[config.mk]
export PLATFORM = sky130hd
export DESIGN_NAME = zeroheti_dbg_sba
export DESIGN_NICKNAME = d
export VERILOG_FILES = /design/src/rtl/zeroheti_pkg.sv /design/src/rtl/zeroheti_sba_lanes.sv /design/src/rtl/zeroheti_dbg_sba.sv
export SDC_FILE = /design/constraint.sdc
export NUM_CORES = 1
export LEC_CHECK = 0
export CORE_UTILIZATION = 48
export DETAILED_ROUTE_END_ITERATION = 12
export PLACE_DENSITY = 0.81
export SLEW_MARGIN = 20
export SYNTH_ARGS = -nofsm -noshare
export SYNTH_HDL_FRONTEND = slang
export SYNTH_SLANG_ARGS = --single-unit
[constraint.sdc]
create_clock -name clk_i -period 3.9 [get_ports clk_i]
set_input_delay 0.78 -clock clk_i [delete_from_list [all_inputs] [get_ports clk_i]]
set_output_delay 0.78 -clock clk_i [all_outputs]
set_load 0.01 [all_outputs]
[src/rtl/zeroheti_pkg.sv]
// ---------------------------------------------------------------------------
// zeroheti_pkg
// Shared types for the zeroHETI debug subsystem.
//   sba_state_e : states of the system-bus-access engine.
//   sberror_e   : sbcs.sberror encodings reported by the SBA engine.
// ---------------------------------------------------------------------------
package zeroheti_pkg;

    typedef enum logic [1:0] {
        IDLE   = 2'd0,
        REQ    = 2'd1,
        WAIT_R = 2'd2,
        STALE  = 2'd3
    } sba_state_e;

    typedef enum logic [2:0] {
        NONE    = 3'd0,
        TIMEOUT = 3'd1,
        BADADDR = 3'd2,
        ALIGN   = 3'd3,
        SIZE    = 3'd4,
        OTHER   = 3'd7
    } sberror_e;

endpackage

[src/rtl/zeroheti_sba_lanes.sv]
// ---------------------------------------------------------------------------
// zeroheti_sba_lanes
// Purely combinational byte-lane steering for the SBA engine.
//   size_i   : log2 of access size in bytes (must be <= log2(DataWidth/8)).
//   offset_i : byte offset of the access inside the bus word.
//   wdata_i  : debugger write data (low 2^size bytes significant).
//   rdata_i  : raw bus read data.
//   be_o     : byte enables for the access.
//   wdata_o  : write data with the access bytes replicated across all lanes.
//   rdata_o  : read data shifted down to bit 0 and masked to the access size.
// ---------------------------------------------------------------------------
module zeroheti_sba_lanes #(
    parameter int DataWidth = 32
) (
    input  logic [2:0]                       size_i,
    input  logic [$clog2(DataWidth/8)-1:0]   offset_i,
    input  logic [DataWidth-1:0]             wdata_i,
    input  logic [DataWidth-1:0]             rdata_i,
    output logic [DataWidth/8-1:0]           be_o,
    output logic [DataWidth-1:0]             wdata_o,
    output logic [DataWidth-1:0]             rdata_o
);

    localparam int NB   = DataWidth / 8;
    localparam int OffW = $clog2(NB);

    logic [4:0]           nbytes;
    logic [5:0]           off_ext;
    logic [DataWidth-1:0] rshift;
    logic [7:0]           wbytes [NB];

    assign nbytes  = 5'd1 << size_i;
    assign off_ext = 6'(offset_i);
    assign rshift  = rdata_i >> {offset_i, 3'b000};

    genvar gi;
    generate
        for (gi = 0; gi < NB; gi++) begin : g_lane
            localparam logic [5:0]      LANE   = 6'(gi);
            localparam logic [OffW-1:0] LANE_O = OffW'(gi);
            // Sizes are powers of two, so lane mod size is a mask. For a
            // full-width access nbytes truncates to 0 and the mask becomes
            // all ones, which is exactly the identity mapping.
            logic [OffW-1:0] src;

            assign wbytes[gi]          = wdata_i[8*gi +: 8];
            assign src                 = LANE_O & (nbytes[OffW-1:0] - OffW'(1));
            assign wdata_o[8*gi +: 8]  = wbytes[src];
            assign be_o[gi]            = (LANE >= off_ext) &&
                                         (LANE < off_ext + 6'(nbytes));
            assign rdata_o[8*gi +: 8]  = (LANE < 6'(nbytes)) ? rshift[8*gi +: 8] : 8'h00;
        end
    endgenerate

endmodule

[src/rtl/zeroheti_dbg_sba.sv]
// ---------------------------------------------------------------------------
// zeroheti_dbg_sba
// System-bus-access engine: turns debugger sbaddress0/sbdata0 accesses into
// single OBI manager transactions, with size/alignment checking,
// autoincrement, read-on-address, read-on-data, response timeout and
// sberror/sbbusyerror reporting. DataWidth must be 32 or 64.
// Ports:
//   clk_i, rst_i              : clock, synchronous active-high reset.
//   sbaccess_i, sb*_i         : sbcs access size and mode bits.
//   addr_wr_i/addr_i          : debugger write of sbaddress0.
//   data_wr_i/data_i          : debugger write of sbdata0 (starts a write).
//   data_rd_i                 : debugger read of sbdata0 completed.
//   sberror_clr_i             : W1C mask for sberror.
//   sbbusyerror_clr_i         : clears sbbusyerror.
//   sbaddress_o, sbdata_o     : architectural sbaddress0 / sbdata0.
//   sbbusy_o, sberror_o, sbbusyerror_o : sbcs status.
//   req_o..rdata_i            : OBI manager port.
// ---------------------------------------------------------------------------
module zeroheti_dbg_sba
    import zeroheti_pkg::*;
#(
    parameter int AddrWidth     = 32,
    parameter int DataWidth     = 32,
    parameter int TimeoutCycles = 256
) (
    input  logic                   clk_i,
    input  logic                   rst_i,
    input  logic [2:0]             sbaccess_i,
    input  logic                   sbautoincrement_i,
    input  logic                   sbreadonaddr_i,
    input  logic                   sbreadondata_i,
    input  logic                   addr_wr_i,
    input  logic [AddrWidth-1:0]   addr_i,
    input  logic                   data_wr_i,
    input  logic [DataWidth-1:0]   data_i,
    input  logic                   data_rd_i,
    input  logic [2:0]             sberror_clr_i,
    input  logic                   sbbusyerror_clr_i,
    output logic [AddrWidth-1:0]   sbaddress_o,
    output logic [DataWidth-1:0]   sbdata_o,
    output logic                   sbbusy_o,
    output logic [2:0]             sberror_o,
    output logic                   sbbusyerror_o,
    output logic                   req_o,
    output logic                   we_o,
    input  logic                   gnt_i,
    input  logic                   rvalid_i,
    input  logic                   err_i,
    output logic [AddrWidth-1:0]   addr_o,
    output logic [DataWidth/8-1:0] be_o,
    output logic [DataWidth-1:0]   wdata_o,
    input  logic [DataWidth-1:0]   rdata_i
);

    localparam int NB   = DataWidth / 8;
    localparam int OffW = $clog2(NB);
    localparam int CntW = $clog2(TimeoutCycles);

    sba_state_e           state_q, state_d;
    logic [AddrWidth-1:0] addr_q, addr_d;
    logic [DataWidth-1:0] data_q, data_d;
    logic [2:0]           sberror_q, sberror_d;
    logic                 busyerr_q, busyerr_d;
    logic                 we_q, we_d;
    logic [AddrWidth-1:0] obi_addr_q, obi_addr_d;
    logic [NB-1:0]        be_q, be_d;
    logic [DataWidth-1:0] wdata_q, wdata_d;
    logic [2:0]           size_q, size_d;
    logic [OffW-1:0]      off_q, off_d;
    logic                 autoinc_q, autoinc_d;
    logic [CntW-1:0]      cnt_q, cnt_d;

    logic                 busy;
    logic [AddrWidth-1:0] eff_addr;
    logic [AddrWidth-1:0] amask;
    logic                 wr_start, rd_start, try_start, size_bad, align_bad, go;
    logic                 timeout;
    logic [2:0]           lane_size;
    logic [OffW-1:0]      lane_off;
    logic [NB-1:0]        lane_be;
    logic [DataWidth-1:0] lane_wdata, lane_rdata;

    // Start decode. A simultaneous sbaddress0 write is applied first, so a
    // write starts at the new address and read-on-address is suppressed.
    assign busy      = (state_q != IDLE);
    assign eff_addr  = addr_wr_i ? addr_i : addr_q;
    assign wr_start  = data_wr_i;
    assign rd_start  = (addr_wr_i && sbreadonaddr_i && !data_wr_i) ||
                       (data_rd_i && sbreadondata_i);
    assign try_start = !busy && (wr_start || rd_start) &&
                       (sberror_q == 3'd0) && !busyerr_q;
    assign amask     = (AddrWidth'(1) << sbaccess_i) - AddrWidth'(1);
    assign size_bad  = (sbaccess_i > 3'(OffW));
    assign align_bad = |(eff_addr & amask);
    assign go        = try_start && !size_bad && !align_bad;
    assign timeout   = (state_q == WAIT_R) && !rvalid_i &&
                       (cnt_q == CntW'(TimeoutCycles - 1));

    // One lane unit serves both directions: while idle it prepares the
    // outgoing request, while busy it extracts the response for the
    // attributes captured at start.
    assign lane_size = busy ? size_q : sbaccess_i;
    assign lane_off  = busy ? off_q  : eff_addr[OffW-1:0];

    zeroheti_sba_lanes #(
        .DataWidth (DataWidth)
    ) u_lanes (
        .size_i   (lane_size),
        .offset_i (lane_off),
        .wdata_i  (data_i),
        .rdata_i  (rdata_i),
        .be_o     (lane_be),
        .wdata_o  (lane_wdata),
        .rdata_o  (lane_rdata)
    );

    // State register (and all other architectural state).
    always_ff @(posedge clk_i) begin
        if (rst_i) begin
            state_q    <= IDLE;
            addr_q     <= '0;
            data_q     <= '0;
            sberror_q  <= 3'd0;
            busyerr_q  <= 1'b0;
            we_q       <= 1'b0;
            obi_addr_q <= '0;
            be_q       <= '0;
            wdata_q    <= '0;
            size_q     <= 3'd0;
            off_q      <= '0;
            autoinc_q  <= 1'b0;
            cnt_q      <= '0;
        end else begin
            state_q    <= state_d;
            addr_q     <= addr_d;
            data_q     <= data_d;
            sberror_q  <= sberror_d;
            busyerr_q  <= busyerr_d;
            we_q       <= we_d;
            obi_addr_q <= obi_addr_d;
            be_q       <= be_d;
            wdata_q    <= wdata_d;
            size_q     <= size_d;
            off_q      <= off_d;
            autoinc_q  <= autoinc_d;
            cnt_q      <= cnt_d;
        end
    end

    // Next-state logic.
    always_comb begin
        state_d = state_q;
        unique case (state_q)
            IDLE:    if (go) state_d = REQ;
            REQ:     if (gnt_i) state_d = WAIT_R;
            WAIT_R:  if (rvalid_i) state_d = IDLE;
                     else if (timeout) state_d = STALE;
            STALE:   if (rvalid_i) state_d = IDLE;
            default: state_d = IDLE;
        endcase
    end

    // Datapath and status next-state.
    always_comb begin
        addr_d     = addr_q;
        data_d     = data_q;
        we_d       = we_q;
        obi_addr_d = obi_addr_q;
        be_d       = be_q;
        wdata_d    = wdata_q;
        size_d     = size_q;
        off_d      = off_q;
        autoinc_d  = autoinc_q;
        cnt_d      = cnt_q;
        // Clears are applied first so that any set below takes priority.
        sberror_d  = sberror_q & ~sberror_clr_i;
        busyerr_d  = busyerr_q & ~sbbusyerror_clr_i;

        if (!busy && addr_wr_i) begin
            addr_d = addr_i;
        end
        if (busy && (addr_wr_i || data_wr_i || data_rd_i)) begin
            busyerr_d = 1'b1;
        end

        if (try_start && size_bad) begin
            sberror_d = SIZE;
        end else if (try_start && align_bad) begin
            sberror_d = ALIGN;
        end

        if (go) begin
            we_d       = wr_start;
            obi_addr_d = {eff_addr[AddrWidth-1:OffW], {OffW{1'b0}}};
            be_d       = lane_be;
            wdata_d    = lane_wdata;
            size_d     = sbaccess_i;
            off_d      = eff_addr[OffW-1:0];
            autoinc_d  = sbautoincrement_i;
        end

        if (state_q == REQ) begin
            cnt_d = '0;
        end else if (state_q == WAIT_R) begin
            cnt_d = cnt_q + CntW'(1);
        end

        if (state_q == WAIT_R && rvalid_i) begin
            if (err_i) begin
                sberror_d = BADADDR;
            end else begin
                if (!we_q) begin
                    data_d = lane_rdata;
                end
                if (autoinc_q) begin
                    addr_d = addr_q + (AddrWidth'(1) << size_q);
                end
            end
        end

        if (timeout) begin
            sberror_d = TIMEOUT;
        end
    end

    // Outputs: all derived from registers, no path from command inputs.
    always_comb begin
        req_o         = (state_q == REQ);
        sbbusy_o      = busy;
        we_o          = we_q;
        addr_o        = obi_addr_q;
        be_o          = be_q;
        wdata_o       = wdata_q;
        sbaddress_o   = addr_q;
        sbdata_o      = data_q;
        sberror_o     = sberror_q;
        sbbusyerror_o = busyerr_q;
    end

endmodule

==> metrics.md, run 1 <==
| Metric | Value |
|---|---|
| Status | complete, no violations |
| TNS Setup | 0 ps |
| Largest net degree at the start of global routing | ~110 |
| Peak VDD IR | between 0.0003 and 0.0004 V |
| Min-Delay Path Class | flop to flop |
| Delay-heaviest family, CP | buffers and inverters |
| Register bit total from synthesis | 151 |
| Global route overflow | 0 |
| Reg2Reg Capture Point | sbaddress_o[17] |
| Netlist Area Pre-Place | roughly 8600 µm² |
| Via Count | 8637 |
| Syn Inst Count | roughly 970 |
| Syn-to-layout area delta | 38.00% |
| GP Congestion | ~0.95 |
| Final nets | 1306 |
| Most frequent cells in the layout | 248 x clkdlybuf4s50_1, 151 x dfxtp_1, 108 x a21oi_1 |
| Inst Count DP | ~1400 |
| Final ANT Viol Nets | 0 |
| Worst-path cell chain | clkdlybuf4s50_1, nor2_1, nand2_1, ha_1, inv_1, o32ai_1, nor3_2, and4b_4, buf_12, a21oi_1, a311oi_2 |
| Final setup viols | 0 |
| EDFF count, synth | 0 |
| Clk buf depth | 2 |
| DR WL/cell | 20.28 µm |
| Top cells by area, synth | dfxtp_1 35%, mux2i_1 10%, a311oi_2 7.5%, a21oi_1 6.3%, nand2_1 3.8% |
| Ys async rst share | 0% |
| DRC errors left | 0 |
| Syn Area/Cell | 8.869 µm² |
| Min Clock Period, post-route | 3345 ps |
| Area of the core | 17360 µm² |
| Place WS | approximately 200 ps |
| Hold WS | between 400 and 500 ps |
| Critical Path Start Type | primary input |
| RSZ-0062 raised after global routing | no |
| Rel. slew slack | between 30% and 40% |
| Max Freq | 0.2990 GHz |
| DR pass1 iterations | 8 |
| Total Routing Usage GR | 30.86% |
| Top FF cell, synth | dfxtp_1 |
| CP startpoint | sbaccess_i[2] |
| Clock Tree Root | clkbuf_16 |
| Post-Route WL | roughly 29000 µm |
| CTS tree | yes |
| Slew Limit Fails | 0 |
| Area of the die | between 15000 and 20000 µm² |
| Fillcell total | around 1400 |
| Drt initial violations | 847 |
| I/O pins | around 250 |
| Fin crit share | around 86% |
| Post-synthesis sequential area ratio | a little over a third |
| Crit path max fanout | ~110 |
| Max_cap viols | 0 |
| Tot Pwr | about 0.0044 W |
| Synth cell types | 71 |
| Kind of critical path | primary input to flop |
| DP Wirelength | 20920 µm |
| Leak Pwr | roughly 4.4 nW |
| Layout cells sized above 1 | a little over a tenth |
| Least-Margin Pin Slew | 967.6 ps |
| Skew final | between 7 and 8 ps |
| Flop2flop setup slack | 710 ps |
| Clock Sinks | 151 |
| DR vias/cell | about 6.1 |
| First-pass GRT wire length | roughly 44000 µm |
| Share of the synthesized area in the top cell type | roughly a third |
| Leading cell type in the layout, fill and taps excluded | clkdlybuf4s50_1 |
| CTS buffer count | 17 |
| Dominant cell type by area after synthesis | dfxtp_1 |
| Worst Setup EP | addr_o[24] |
| Die width | ~140 µm |
| Power Density | 371.9 nW/µm² |
| Levels on crit path | 11 |
| Final hold vios | 0 |
| Initial antenna violation count | 1 |
| H-tree lvl count | 4 |
| Worst path max stage delay | between 500 and 600 ps |
| Clk_lat worst skew | roughly 430 ps |
| Post_cts resized | 0 |
| Worst Path Required | 4230 ps |
| Synth warn | 0 |
| Buffer and inverter count on the worst path | 3 |
| Final Instance Count excl. Fillers | 1416 |
| Worst setup margin | 555.4 ps |
| Die height | around 140 µm |
| R2R depth | 9 |
| Worst-path clk slew | 60 ps |
| Vias in the first global route | approximately 7900 |
| Setup Fix Bufs, Post-CTS | 0 |
| Row cnt | 48 |
| Worst r2r src | size_q[2] |
| CP Data Arrival Time | around 3700 ps |
| Initial Utilization | between 40% and 50% |
| Endpoint class of the critical path | flop |
| Worst path slowest cell | clkdlybuf4s50_1 |
| Hold Buf Count CTS | 0 |
| IO Port Bufs | 250 |
==> per-stage QoR <==
step | area (µm²) | util, %
final | 11810 | 68.04
after global routing | 11810 | 68.04
after CTS | 11810 | 68.03
after detailed placement | 11180 | 64.40
after global placement | 11180 | 64.40
after floorplan | 8562 | -
==> report_power, final <==
| group | total, W | internal [W] | leakage [nW] | switching [W] |
|---|---|---|---|---|
| registers | 0.00167 | 0.00161 | 1.23 | 0.0000670 |
| logic | 0.000967 | 0.000438 | 2.84 | 0.000530 |
| clock network | 0.00175 | 0.00107 | 0.296 | 0.000684 |
| total | 0.00439 | 0.00311 | 4.36 | 0.00128 |
==> per-layer routing <==
layer | up-vias | track usage (%) | share of wire (%)
met1 | 4101 | 41.06 | 42
met3 | 68 | 6.510 | 8.3
met4 | 0 | 11.55 | 2.8
met2 | 396 | 48.92 | 47
met5 | - | 0 | 0
li1 | 4072 | - | -
==> synth_stat cells (16+ instances only) <==
cell type    n
dfxtp_1    151
a21oi_1    108
nand2_1     87
mux2i_1     86
clkbuf_1    54
nor2_1      53
a311oi_2    43
o21ai_0     39
nand3_1     26
nand4_1     22
inv_1       20
buf_2       16
==> final cells by class <==
cell class	count	area (µm²)	area share, %
Antenna cell	1	2.502	0.02119
Clock buffer	20	466.7	3.952
Clock inverter	12	163.9	1.388
Inverter	21	78.83	0.6674
Multi-Input combinational cell	708	5039	42.66
Sequential cell	151	3023	25.60
Tap cell	225	281.5	2.384
Timing Repair Buffer	278	2755	23.33
==> flip-flops by register name, indices dropped and copies added, names as in the netlist <==
register       count
addr_o            30
sberror_o          3
autoinc_q          1
size_q             3
wdata_o           32
off_q              2
we_o               1
state_q            2
sbaddress_o       32
cnt_q              8
sbbusyerror_o      1
be_o               4
sbdata_o          32
==> worst min path at each step <==
stage | slack, ps | to | start | cells past startpoint
2_1_floorplan | 460 | autoinc_q | autoinc_q | 2
3_3_place_gp | 440 | sbdata_o[13] | sbdata_o[13] | 2
3_5_place_dp | 440 | sbdata_o[13] | sbdata_o[13] | 2
4_1_cts | 450 | sbdata_o[12] | sbdata_o[12] | 2
5_1_grt | 470 | sbdata_o[14] | sbdata_o[14] | 2
6_report | 450 | sbdata_o[13] | sbdata_o[13] | 2
==> worst reg2reg max path: stages (launching register included) <==
cell and delay [ps]:
dfxtp_1 510, inv_1 140, nand3b_1 170, inv_1 70, ha_1 270, a21oi_1 100, o211ai_1 620, nand3_1 530
or4_1 540, a31oi_1 160
==> kinds of logic after synthesis <==
group                    Yosys count  synth area share, %
buffers and inverters            107                5.980
AO/OA/AOI/OAI                    315                27.75
other                              1              0.04382
AND/OR/NAND/NOR                  265                15.57
adder cells (fa/ha/maj)           15                2.368
XOR/XNOR                          13                1.330
multiplexers                      98                11.64
flip-flops                       151                35.32
Power figures use the tool's default switching activity.
==> inputs of run 2 (changes only) <==
- CAP_MARGIN: not set -> 20
- GPL_TIMING_DRIVEN: not set -> 0
==> run 2 against run 1 <==
Critical path depth increased by 3. Final area is 0.56% higher. Register-to-register slack got worse by 180 ps. Wire length increased by 9.8%. Fmax decreased by 9.6%. Core utilization is 0.38 points higher. Flip-flop and latch count did not move. Clock-buffer cell count decreased by 2. Die area unchanged. Clock power shrank 11%. First-iteration DRC count up 9.2%. Combinational power rose by 5%.
==> metrics.md, run 2 (synthesis gave the netlist of run 1 again) <==
| Metric | Value |
|---|---|
| Status | complete, no violations (unchanged) |
| Final setup viols | 0 (unchanged) |
| Power Density | 358.6 nW/µm² (was 371.9 nW/µm²) |
| DR WL/cell | 21.46 µm (was 20.28 µm) |
| First-pass GRT wire length | 47890 µm (was 43790 µm) |
| Final ANT Viol Nets | 0 (unchanged) |
| Clk_lat worst skew | 440 ps (was 430 ps) |
| Worst path slowest cell | clkdlybuf4s50_1 (unchanged) |
| Max_cap viols | 0 (unchanged) |
| Tot Pwr | 0.004259 W (was 0.004392 W) |
| H-tree lvl count | 4 (unchanged) |
| Crit path max fanout | 10 (was 112) |
| Syn-to-layout area delta | 38.77% (was 38.00%) |
| Delay-heaviest family, CP | buffers and inverters (unchanged) |
| Worst Path Required | 4260 ps (was 4230 ps) |
| Setup Fix Bufs, Post-CTS | 0 (unchanged) |
| Row cnt | 48 (unchanged) |
| Most frequent CP cell | inv_1 |
| I/O pins | 253 (unchanged) |
| CP Data Arrival Time | 4060 ps (was 3680 ps) |
| Vias in the first global route | 8521 (was 7909) |
| Final Util | 68.43% (was 68.04%) |
| Clock Tree Root | clkbuf_16 (unchanged) |
| Total Routing Usage GR | 34.33% (was 30.86%) |
| RSZ-0062 raised after global routing | no (unchanged) |
| Min Clock Period, post-route | 3698 ps (was 3345 ps) |
| Min-Delay Path Class | flop to flop (unchanged) |
| IO Port Bufs | 248 (was 250) |
| Most frequent cells in the layout | 248 x clkdlybuf4s50_1, 151 x dfxtp_1, 108 x a21oi_1 (unchanged) |
| Rel. slew slack | 29.40% (was 35.49%) |
| GP Congestion | 0.9612 (was 0.9478) |
| Kind of critical path | primary input to flop (unchanged) |
| Final nets | 1361 (was 1306) |
| Area of the die | 18370 µm² (unchanged) |
| TNS Setup | 0 ps (unchanged) |
| Die height | 135.5 µm (unchanged) |
| Global route overflow | 0 (unchanged) |
| Buffer and inverter count on the worst path | 5 (was 3) |
| Max Freq | 0.2704 GHz (was 0.2990 GHz) |
| Critical Path Start Type | primary input (unchanged) |
| DR pass1 iterations | 5 (was 8) |
| Via Count | 9117 (was 8637) |
| Die width | 135.5 µm (unchanged) |
| CTS tree | yes (unchanged) |
| Leading cell type in the layout, fill and taps excluded | clkdlybuf4s50_1 (unchanged) |
| Initial antenna violation count | 0 (was 1) |
| Antenna cells | 0 (was 1) |
| DRC errors left | 0 (unchanged) |
| Clk buf depth | 2 (unchanged) |
| Peak VDD IR | 0.0003312 V (was 0.0003111 V) |
| Area of the core | 17360 µm² (unchanged) |
| Worst-path clk slew | 60 ps (about the same) |
| Worst path max stage delay | 640 ps (was 560 ps) |
| Least-Margin Pin Slew | 1052 ps (was 967.6 ps) |
| Slew Limit Fails | 0 (unchanged) |
| Endpoint class of the critical path | flop (unchanged) |
| DP Wirelength | 24120 µm (was 20920 µm) |
| Worst-path cell chain | clkdlybuf4s50_1, mux2i_2, a21o_1, buf_2, inv_1, clkbuf_4, ha_1, inv_1, fa_1, a211oi_1, and3_1, or2_1, a221o_1, o21ai_1 (was clkdlybuf4s50_1, nor2_1, nand2_1, ha_1, inv_1, o32ai_1, nor3_2, and4b_4, buf_12, a21oi_1, a311oi_2) |
| Skew final | 12.06 ps (was 7.410 ps) |
| Post-Route WL | 31540 µm (was 28720 µm) |
| Largest net degree at the start of global routing | 17 (was 113) |
| Layout cells sized above 1 | 10.36% (was 10.84%) |
| Clock Sinks | 151 (unchanged) |
| Final hold vios | 0 (unchanged) |
| Fin crit share | 94.81% (was 85.76%) |
| Leak Pwr | 4.378 nW (was 4.360 nW) |
| CTS buffer count | 17 (unchanged) |
| Drt initial violations | 925 (was 847) |
| DR vias/cell | 6.202 (was 6.100) |
| Initial Utilization | 49.31% (unchanged) |
run 2: worst paths after layout:
kind	startpoint	to	slack, ps	cells after the start
min reg2reg	sbdata_o[13]	sbdata_o[13]	460	2
max reg2reg	state_q[1]	be_o[0]	530	15
max	addr_wr_i	be_o[2]	200	14
min	sbdata_o[13]	sbdata_o[13]	460	2
run 2: timing repair:
item                                    in CTS  in global routing
resized for setup                            0                  4
endpoints found under the setup margin       0                  4
hold buffers                                 0                  0
hold endpoints to repair                     0                  0
run 2: worst reg2reg max path, stage by stage (launching register included):
cell and delay (ps):
dfxtp_1 290, buf_2 170, nor2_4 150, buf_2 270
mux2i_1 200, buf_2 310, nand2_2 270, inv_1 120
ha_1 180, inv_1 70, fa_1 430, a211oi_1 210
and3_1 190, o21ai_0 130, o2111ai_1 190, mux2i_1 80
run 2: metrics by stage:
step           hold slack [ps]  cell area, µm²  setup slack (ps)  instances
6_report                 455.2           11880             202.2       1470
5_1_grt                  477.3           11880             23.74       1470
4_1_cts                  449.8           11870             80.19       1471
3_5_place_dp             440.8           11330            -371.0       1439
3_3_place_gp             435.5           11330            -359.7       1439
2_1_floorplan            462.9            8562             607.3        966
run 2: routing by layer:
layer	wire length [µm]	track usage, %	vias to the layer above
met5	0	0	-
met1	12810	44.50	4329
met2	14530	54.50	526
met4	1106	13.05	0
met3	3092	8.866	80
li1	-	-	4182
run 2: power by group:
part           switching (W)  internal (W)  total, W
Clock               0.000730      0.000832   0.00156
Sequential         0.0000670       0.00161   0.00167
Combinational       0.000572      0.000452   0.00102
run 2: final cells by class:
class,count,area (µm²)
Fill cell,1429,5480
Clock inverter,14,113.9
Inverter,21,78.83
Sequential cell,151,3023
Clock buffer,18,429.2
Buffer,85,431.7
Multi-Input combinational cell,708,5036
Tap cell,225,281.5
Timing Repair Buffer,248,2482
==> inputs of run 3 (changes only) <==
- CORE_UTILIZATION: 48 -> 40
- PLACE_DENSITY: 0.81 -> 0.69
- SKIP_LAST_GASP: not set -> 1
==> run 3 against run 2 <==
Combinational power barely moved. Critical path depth rose by 1. Sequential share of layout area fell by 0.28 points. Sequential power barely moved. Clock power rose by 12%. Final area rose by 1.1%. Clock skew barely moved. Critical path type unchanged. Highest routed layer unchanged.
==> metrics.md, run 3 (synthesis gave the netlist of run 1 again) <==
| Metric | Value |
|---|---|
| Endpoint class of the critical path | flop (unchanged) |
| Crit path max fanout | 10 (unchanged) |
| Most frequent cells in the layout | 248 x clkdlybuf4s50_1, 151 x dfxtp_1, 108 x a21oi_1 (unchanged) |
| Clock network power share | 39.2% (was 36.7%) |
| Leak Pwr | 4.416 nW (was 4.378 nW) |
| Max_cap viols | 0 (unchanged) |
| Internal cell power | 0.003058 W (was 0.002891 W) |
| Layout cells sized above 1 | 10.36% (unchanged) |
| CP Data Arrival Time | 4040 ps (was 4060 ps) |
| Post_cts resized | 0 (unchanged) |
| Switching Fraction | 31.08% (was 32.14%) |
| Min Clock Period, post-route | 3728 ps (was 3698 ps) |
| Power Density | 369.6 nW/µm² (was 358.6 nW/µm²) |
| Hold Buf Count CTS | 0 (unchanged) |
| GP Congestion | 0.9179 (was 0.9612) |
| Rel. slew slack | 27.24% (was 29.40%) |
| Worst-path clk slew | 60 ps (about the same) |
| Status | complete, no violations (unchanged) |
| Psw | 0.001379 W (was 0.001369 W) |
| Syn-to-layout area delta | 40.29% (was 38.77%) |
| I/O pins | 253 (unchanged) |
| Area of the core | 21020 µm² (was 17360 µm²) |
| Final hold vios | 0 (unchanged) |
| Min-Delay Path Class | flop to flop (unchanged) |
| H-tree lvl count | 4 (unchanged) |
| DR WL/cell | 21.11 µm (was 21.46 µm) |
| Total Routing Usage GR | 28.66% (was 34.33%) |
| Fillcell total | 1905 (was 1429) |
| Multi-input gate area | 5034 µm² (was 5036 µm²) |
| Clk buf depth | 2 (unchanged) |
| Clock Sinks | 151 (unchanged) |
| Slew Limit Fails | 0 (unchanged) |
| TNS Setup | 0 ps (unchanged) |
| Worst Path Required | 4210 ps (was 4260 ps) |
| Kind of critical path | primary input to flop (unchanged) |
| RSZ-0062 raised after global routing | no (unchanged) |
| DRC errors left | 0 (unchanged) |
| Final nets | 1361 (unchanged) |
| Drt initial violations | 767 (was 925) |
| R2R depth | 15 (unchanged) |
| Setup Fix Bufs, Post-CTS | 0 (unchanged) |
| Peak VDD IR | 0.0002912 V (was 0.0003312 V) |
| Clk_lat worst skew | 440 ps (about the same) |
| Fin crit share | 95.59% (was 94.81%) |
| Global route overflow | 0 (unchanged) |
| Final ANT Viol Nets | 0 (unchanged) |
| Clock Tree Root | clkbuf_16 (unchanged) |
| Largest net degree at the start of global routing | 17 (unchanged) |
| Hold WS | 451.9 ps (was 455.2 ps) |
| IO Port Bufs | 248 (unchanged) |
| Least-Margin Pin Slew | 1084 ps (was 1052 ps) |
| Vias in the first global route | 8272 (was 8521) |
| Max Freq | 0.2682 GHz (was 0.2704 GHz) |
| Die width | 148.3 µm (was 135.5 µm) |
| Die height | 148.3 µm (was 135.5 µm) |
| Row cnt | 53 (was 48) |
| Worst hold stages | 2 (unchanged) |
| DR pass1 iterations | 5 (unchanged) |
| DP Wirelength | 24710 µm (was 24120 µm) |
| Area of the die | 21980 µm² (was 18370 µm²) |
| DR vias/cell | 5.897 (was 6.202) |
| Post-Route WL | 32110 µm (was 31540 µm) |
| Skew final | 12.51 ps (was 12.06 ps) |
| Storage cell area | 3023 µm² (unchanged) |
| First-pass GRT wire length | 47630 µm (was 47890 µm) |
| Leading cell type in the layout, fill and taps excluded | clkdlybuf4s50_1 (unchanged) |
| Combinational share of power | 23.1% (was 24.0%) |
| Flop pwr share | 37.7% (was 39.3%) |
| Critical Path Start Type | primary input (unchanged) |
| Initial antenna violation count | 1 (was 0) |
| Final setup viols | 0 (unchanged) |
| Via Count | 8970 (was 9117) |
| Initial Utilization | 40.71% (was 49.31%) |
| CTS tree | yes (unchanged) |
| CTS buffer count | 17 (unchanged) |
==> run 3: cell types whose count changed in the layout (fill, tap and decap cells not counted) <==
cell	previous run	this run
clkinv_4	0	3
inv_6	7	4
bufinv_16	0	2
clkbuf_8	0	2
clkinv_2	3	1
clkinvlp_4	2	0
buf_2	15	16
clkbuf_1	54	53
clkbuf_4	1	0
diode_2	0	1
inv_8	2	3
nor2_1	52	53
nor2_2	1	0
==> run 3: critical path, stage by stage <==
cell	delay, ps
clkdlybuf4s50_1	440
clkbuf_1	240
nor2_1	310
o21a_1	140
buf_2	220
nand2_2	260
inv_1	130
ha_1	180
inv_1	70
fa_1	440
a211oi_1	200
and3_1	190
o21ai_0	130
o2111ai_1	200
mux2i_1	90
==> run 3: final timing paths <==
kind	startpoint	end	slack, ps
max	sbaccess_i[1]	be_o[0]	170
min	sbdata_o[15]	sbdata_o[15]	450
max reg2reg	state_q[1]	be_o[0]	450
min reg2reg	sbdata_o[15]	sbdata_o[15]	450
==> run 3: final cells by class <==
type | instances | area share [%]
diodes | 1 | 0.02084
flip-flops and latches | 151 | 25.18
multi-input cells | 708 | 41.92
clock inverters | 13 | 1.334
clock buffers | 19 | 3.772
inverters | 21 | 0.6565
plain buffers | 85 | 3.574
repair buffers | 248 | 20.68
well taps | 275 | 2.866
==> run 3: metrics by stage <==
| step | utilization [%] | instance area [µm²] | setup WS [ps] | power, W | cells |
|---|---|---|---|---|---|
| 2_1_floorplan | - | 8562 | 607.3 | 0.002257 | 966 |
| 3_3_place_gp | 54.18 | 11390 | -412.1 | 0.002704 | 1489 |
| 3_5_place_dp | 54.18 | 11390 | -420.5 | 0.002713 | 1489 |
| 4_1_cts | 57.09 | 12000 | 24.57 | 0.004432 | 1521 |
| 5_1_grt | 57.12 | 12010 | 42.27 | 0.004587 | 1521 |
| 6_report | 57.12 | 12010 | 171.9 | 0.004438 | 1521 |
==> run 3: routing by layer <==
layer | share of wire (%) | global-route usage [%]
met2 | 46 | 45.14
met5 | 0 | 0
met3 | 7.5 | 4.264
met4 | 3.2 | 12.27
met1 | 43 | 38.90
==> run 3: power by group through the flow <==
stage          Sequential, W  Combinational (W)  Clock [W]
2_1_floorplan        0.00172           0.000541          0
3_3_place_gp         0.00170            0.00100          0
3_5_place_dp         0.00170            0.00101          0
4_1_cts              0.00167            0.00101    0.00175
5_1_grt              0.00168            0.00109    0.00182
6_report             0.00167            0.00103    0.00174
